**config.mk**
```make
export PLATFORM = sky130hd
export DESIGN_NAME = vga_sync_gen
export DESIGN_NICKNAME = d
export VERILOG_FILES = /design/src/rtl/vga_sync_gen.sv
export SDC_FILE = /design/constraint.sdc
export NUM_CORES = 1
export LEC_CHECK = 0
export CAP_MARGIN = 40
export CORE_MARGIN = 2
export CORE_UTILIZATION = 45
export DETAILED_ROUTE_END_ITERATION = 16
export PLACE_DENSITY = 0.69
export SLEW_MARGIN = 20
export SYNTH_ARGS = -nofsm -noshare
export SYNTH_HDL_FRONTEND = slang
export SYNTH_SLANG_ARGS = --single-unit
export TNS_END_PERCENT = 5
```
**constraint.sdc**
```tcl
create_clock -name clk -period 3.38 [get_ports clk]
set_input_delay 0.845 -clock clk [delete_from_list [all_inputs] [get_ports clk]]
set_output_delay 0.845 -clock clk [all_outputs]
set_load 0.03 [all_outputs]
```
**src/rtl/vga_sync_gen.sv**
```systemverilog
// VGA timing generator: pixel/line counters with sync, blanking and frame pulse registered alongside the counters (0-clk skew); free-running, no backpressure.
// Define VGA_CLK_DIV_EN to derive a 1-in-4 pixel tick from clk; otherwise clk itself is the pixel clock.
module vga_sync_gen #(
    parameter int H_VISIBLE = 640,
    parameter int H_FP      = 16,
    parameter int H_SYNC    = 96,
    parameter int H_BP      = 48,
    parameter int V_VISIBLE = 480,
    parameter int V_FP      = 10,
    parameter int V_SYNC    = 2,
    parameter int V_BP      = 33
) (
    input  logic       clk,
    input  logic       rst,
    output logic       pixel_tick,
    output logic [9:0] pixel_x,
    output logic [9:0] pixel_y,
    output logic       video_on,
    output logic       hsync,
    output logic       vsync,
    output logic       frame_start
);
    localparam int H_TOTAL = H_VISIBLE + H_FP + H_SYNC + H_BP;
    localparam int V_TOTAL = V_VISIBLE + V_FP + V_SYNC + V_BP;

    localparam logic [9:0] H_MAX      = 10'(H_TOTAL - 1);
    localparam logic [9:0] V_MAX      = 10'(V_TOTAL - 1);
    localparam logic [9:0] H_VIS      = 10'(H_VISIBLE);
    localparam logic [9:0] V_VIS      = 10'(V_VISIBLE);
    localparam logic [9:0] HS_START   = 10'(H_VISIBLE + H_FP);
    localparam logic [9:0] HS_END     = 10'(H_VISIBLE + H_FP + H_SYNC);
    localparam logic [9:0] VS_START   = 10'(V_VISIBLE + V_FP);
    localparam logic [9:0] VS_END     = 10'(V_VISIBLE + V_FP + V_SYNC);

`ifdef VGA_CLK_DIV_EN
    logic [1:0] prescale_q;

    // Tick is high while the prescaler sits at 3, so the 4th edge after reset is the first advancing edge.
    always_ff @(posedge clk or posedge rst) begin
        if (rst) prescale_q <= 2'd0;
        else     prescale_q <= prescale_q + 2'd1;
    end

    assign pixel_tick = (prescale_q == 2'd3);
`else
    logic run_q;

    always_ff @(posedge clk or posedge rst) begin
        if (rst) run_q <= 1'b0;
        else     run_q <= 1'b1;
    end

    assign pixel_tick = run_q;
`endif

    logic [9:0] x_q, x_d;
    logic [9:0] y_q, y_d;
    logic       fs_d;
    logic       hsync_q, vsync_q, video_q, fs_q;

    always_comb begin
        x_d  = x_q;
        y_d  = y_q;
        fs_d = 1'b0;
        if (pixel_tick) begin
            if (x_q == H_MAX) begin
                x_d = 10'd0;
                if (y_q == V_MAX) begin
                    y_d  = 10'd0;
                    fs_d = 1'b1;
                end else begin
                    y_d = y_q + 10'd1;
                end
            end else begin
                x_d = x_q + 10'd1;
            end
        end
    end

    // Decodes only refresh on tick edges so the first pixel after reset stays blanked.
    always_ff @(posedge clk or posedge rst) begin
        if (rst) begin
            x_q     <= 10'd0;
            y_q     <= 10'd0;
            hsync_q <= 1'b1;
            vsync_q <= 1'b1;
            video_q <= 1'b0;
            fs_q    <= 1'b0;
        end else begin
            fs_q <= fs_d;
            if (pixel_tick) begin
                x_q     <= x_d;
                y_q     <= y_d;
                hsync_q <= ~((x_d >= HS_START) && (x_d < HS_END));
                vsync_q <= ~((y_d >= VS_START) && (y_d < VS_END));
                video_q <= (x_d < H_VIS) && (y_d < V_VIS);
            end
        end
    end

    assign pixel_x     = x_q;
    assign pixel_y     = y_q;
    assign hsync       = hsync_q;
    assign vsync       = vsync_q;
    assign video_on    = video_q;
    assign frame_start = fs_q;

endmodule

```
-- Word-level counts from Yosys, hierarchy flattened
Index checks and enable logic that the tools add are counted.
- output and inout bits: 25
- logic and storage cells: 30
- flip-flop bits (word level): 25
- magnitude comparators: 6
- equality and inequality tests: 2
- reductions and logical operators: 3
- add/subtract/negate cells: 2
- multiplexer cells: 8
- bitwise logic cells: 2
- operators by type and width (operator ; count):
    $mux W10 ; 5
    $add A10 B1 Y10 const B ; 2
    $eq A10 B10 Y1 const B ; 2
    $lt A10 B10 Y1 const B ; 2
    $lt A10 B9 Y1 const B ; 2
    $ge A10 B10 Y1 const B ; 1
    $ge A10 B9 Y1 const B ; 1
    $logic_and A1 B1 Y1 ; 3
    $mux W1 ; 3
    $not A1 Y1 ; 2

-- Logic depth before layout (Yosys ltp)
- word-level depth: 7
- gate-level depth with buffers: 7
- depth with buffers taken out: 7

-- Worst setup path before layout
OpenSTA, ideal clock, no wires.
- path kind: reg2reg
- from: reg x_q[5], in the netlist pixel_x[5]
- to: reg vsync_q, in the netlist vsync
- slack: 806 ps
- period minus slack after synthesis: 2574 ps
- cell stages (with the launch flop): 7
- data required time: 3279 ps
- data arrival time: 2473 ps
- setup time: 101 ps
- path through: dfrtp_1 or4b_4 or4_1 buf_6 or3_4 a221oi_2 a41oi_1
- word-level cells in the longest chain between the ends: 6
- elaborated cells between the ends (all ways): 7
- ends and longest elaborated chain (what ; RTL line ; source):
    start, declared ; 56 ; logic [9:0] x_q, x_d;
    start signal, assigned ; 83 ; x_q <= 10'd0;
    start signal, assigned ; 92 ; x_q <= x_d;
    $eq A10 B10 Y1 (*) ; 66 ; if (x_q == H_MAX) begin
    $mux W10 (*) ; 66 ;
    $mux W10 (*) ; 65 ; if (pixel_tick) begin
    $ge A10 B9 Y1 or $lt A10 B9 Y1 (tied branches) ; 95 ; vsync_q <= ~((y_d >= VS_START) && (y_d < VS_END));
    $logic_and A1 B1 Y1 (*) ; 95 ;
    $not A1 Y1 (*) ; 95 ;
    end signal, assigned ; 95 ;
    end, declared ; 59 ; logic hsync_q, vsync_q, video_q, fs_q;
Every way passes the cells marked *; elsewhere a longest branch is shown, timed or not.
A chain may end at the register's enable or synchronous reset.

-- Worst setup path after layout
Ends and elaborated chain as after synthesis.

==> reports/summary.txt <==
Diodes inserted: 0
Vias/cell: 5.615
register area share after synthesis: 0.4423
Die X: 60.18 um
WL/cell: 15.23 um
Clk pwr share: 0.188
layout net count: 188
Vias: 1269
Fmax: 0.3733 GHz
CORE AREA: 0.003028 mm^2
EDFF count, synth: 0
Clk pin slew, worst setup/hold paths: 0.16 ns
Row Count: 20
Fin Setup TNS: 0 ns
initial core utilization: 0.4690
final period utilization: 0.7925
total track usage: 0.2127
Yosys top cell by area: dfrtp_1
final WL: 3.442 mm
Mapped Area: 0.001420 mm^2
critical path class: register to register
Arr. time, crit path: 2.95 ns
number of synthesis warnings: 0
Ports: 27
hold crit path type: register to register
worst-margin pin slew: 0.5534 ns
P_sw: 0.0003127 W
filler cell count: 268
setup bufs post-CTS: 0
Combinational Power Share: 0.320
crit path max fanout: 10
Multi-input gate area: 728.2 um^2
max cap viols: 0
Synth cell types: 43
Final Hold Vio Count: 0
DIE AREA: 0.003621 mm^2
cts bufs inserted: 3
clock skew: 0.01622 ns
number of synthesized register bits: 25
Flop pwr share: 0.492
sw frac: 0.3917
share of layout cells above drive strength 1: 0.09341
Internal: 0.0004855 W
most common cell in the netlist: dfrtp_1
DIE HEIGHT: 60.18 um
asr flop ratio synth: 1.000
initial antenna violation count: 0
top_reg_cell synth: dfrtp_1
CTS Buffer Depth: 2
post-synth top area share: 0.4053
required time of the critical path: 3.65 ns
fin. max-slew vios: 0
synthesis-to-finish area growth: 25.11%
cts repair resizes: 0
DRT iter0 DRCs: 41
dpl hpwl: 2.542 mm
global route overflow: 0
H-tree levels: 1
TritonCTS clock tree: built
status: completed
global-route wire length before repair: 5.644 mm
CTS Sinks: 25
CTS Hold Buffers Added: 0
power per cell area: 449.3 mW/mm^2
peak supply drop: 0.3936 mV
minimum clock period: 2.679 ns
post-synthesis cell count: 153
LEAKAGE: 0.7279 nW
Post-synth top cells: 23 x dfrtp_1, 16 x nand2_1, 10 x inv_1, 10 x nand3_1
Avg Cell Area, Syn: 9.282 um^2
RSZ-0062 raised after global routing: false
Syn Nets: 158
CTS root buf: clkbuf_4
drt pass-1 iters: 4
Rel. slew slack: 0.6282
clk_lat worst skew: 0.34 ns
Critical Path Start Type: register
Worst setup EP type: register
number of global-route vias before repair: 1228
WHS: 0.4978 ns
antenna-violating nets left: 0
Reg area: 628.1 um^2
final estimated routing congestion in global placement: 0.8028
Port Buf Inserts: 26
largest net degree at the start of global routing: 16
Synth area leaders: dfrtp_1 41%, nand2_1 4.2%, dfstp_2 3.7%
number of setup violations in the final report: 0
drt drc: 0
-- worst paths after layout --
kind / startpoint / to / slack [ns] / depth (start not counted)
max: pixel_x[5] / vsync / 0.70 / 5
min: hsync / hsync / 0.50 / 2
max reg2reg: pixel_x[5] / vsync / 0.70 / 5
min reg2reg: hsync / hsync / 0.50 / 2
max in group asynchronous: rst / vsync / 2.03 / 3
min in group asynchronous: rst / pixel_x[4] / 0.80 / 2
-- sequential cells by signal, indices dropped and copies added, names as in the netlist --
name,cells
hsync,1
pixel_tick,1
pixel_y,10
pixel_x,10
video_on,1
frame_start,1
vsync,1
-- area by class of cell --
class                           count  area share
Multi-Input combinational cell    113      0.4099
Tap cell                           44     0.03099
Clock buffer                        3     0.01268
Clock inverter                      1    0.004225
Sequential cell                    25      0.3535
Inverter                           10     0.02113
Timing Repair Buffer               30      0.1676
-- stage by stage --
stage | setup slack [ns] | instances | util | total power [W] | instance area [um^2]
2_1_floorplan | 0.8057 | 153 | - | 0.0005447 | 1420
3_3_place_gp | 0.8129 | 221 | 0.5719 | 0.0006428 | 1732
3_5_place_dp | 0.7330 | 222 | 0.5769 | 0.0006536 | 1747
4_1_cts | 0.7064 | 226 | 0.5868 | 0.0008055 | 1777
5_1_grt | 0.5681 | 226 | 0.5868 | 0.0008406 | 1777
6_report | 0.7012 | 226 | 0.5868 | 0.0007982 | 1777
-- cells in the final DEF (no fill, tap or decap), types with 4 or more instances in the layout --
| master | Yosys | routed |
|---|---|---|
| dfrtp_1 | 23 | 23 |
| nand4_1 | 5 | 5 |
| inv_1 | 10 | 10 |
| nand2b_1 | 4 | 4 |
| nor2_1 | 8 | 8 |
| xnor2_1 | 5 | 5 |
| nand2_1 | 16 | 16 |
| clkdlybuf4s50_1 | 0 | 26 |
| o21ai_0 | 8 | 8 |
| nor4_1 | 4 | 4 |
| nand3_1 | 10 | 10 |
| nor3_1 | 5 | 5 |
-- layer usage --
layer	GRT usage	share of wire	vias to the layer above	routed length, um
li1	-	-	614	-
met1	0.2779	0.44	616	1525
met2	0.3261	0.50	32	1712
met3	0.03896	0.036	7	124
met4	0.1238	0.023	0	80
met5	0	0	-	0
-- worst max-delay path: stages (launching register included) --
cell and delay (ns):
dfrtp_1 0.49, or4b_4 0.60, or4_1 0.61, or3_4 0.45, a221oi_2 0.31, a41oi_1 0.15
-- power groups by stage --
| stage | combinational (W) | clock, W | sequential [W] |
|---|---|---|---|
| final | 0.000256 | 0.000150 | 0.000393 |
| after global routing | 0.000279 | 0.000162 | 0.000400 |
| after CTS | 0.000259 | 0.000155 | 0.000392 |
| after detailed placement | 0.000257 | 0 | 0.000397 |
| after global placement | 0.000250 | 0 | 0.000393 |
| after floorplan | 0.0000874 | 0 | 0.000457 |
-- cell families (layout without fill, tap and decap cells) --
logic type | Yosys count | count (layout) | share of synthesized area
AOI/OAI and AO/OA | 26 | 26 | 0.1269
xor gates and xnor gates | 8 | 8 | 0.04934
adders and majority gates | 3 | 3 | 0.02643
buffers and inverters | 15 | 44 | 0.04493
DFF | 25 | 25 | 0.4423
muxes | 4 | 4 | 0.03084
other | 1 | 1 | 0.002641
and+or+nand+nor | 71 | 71 | 0.2766
(Power assumes the default switching activity.)
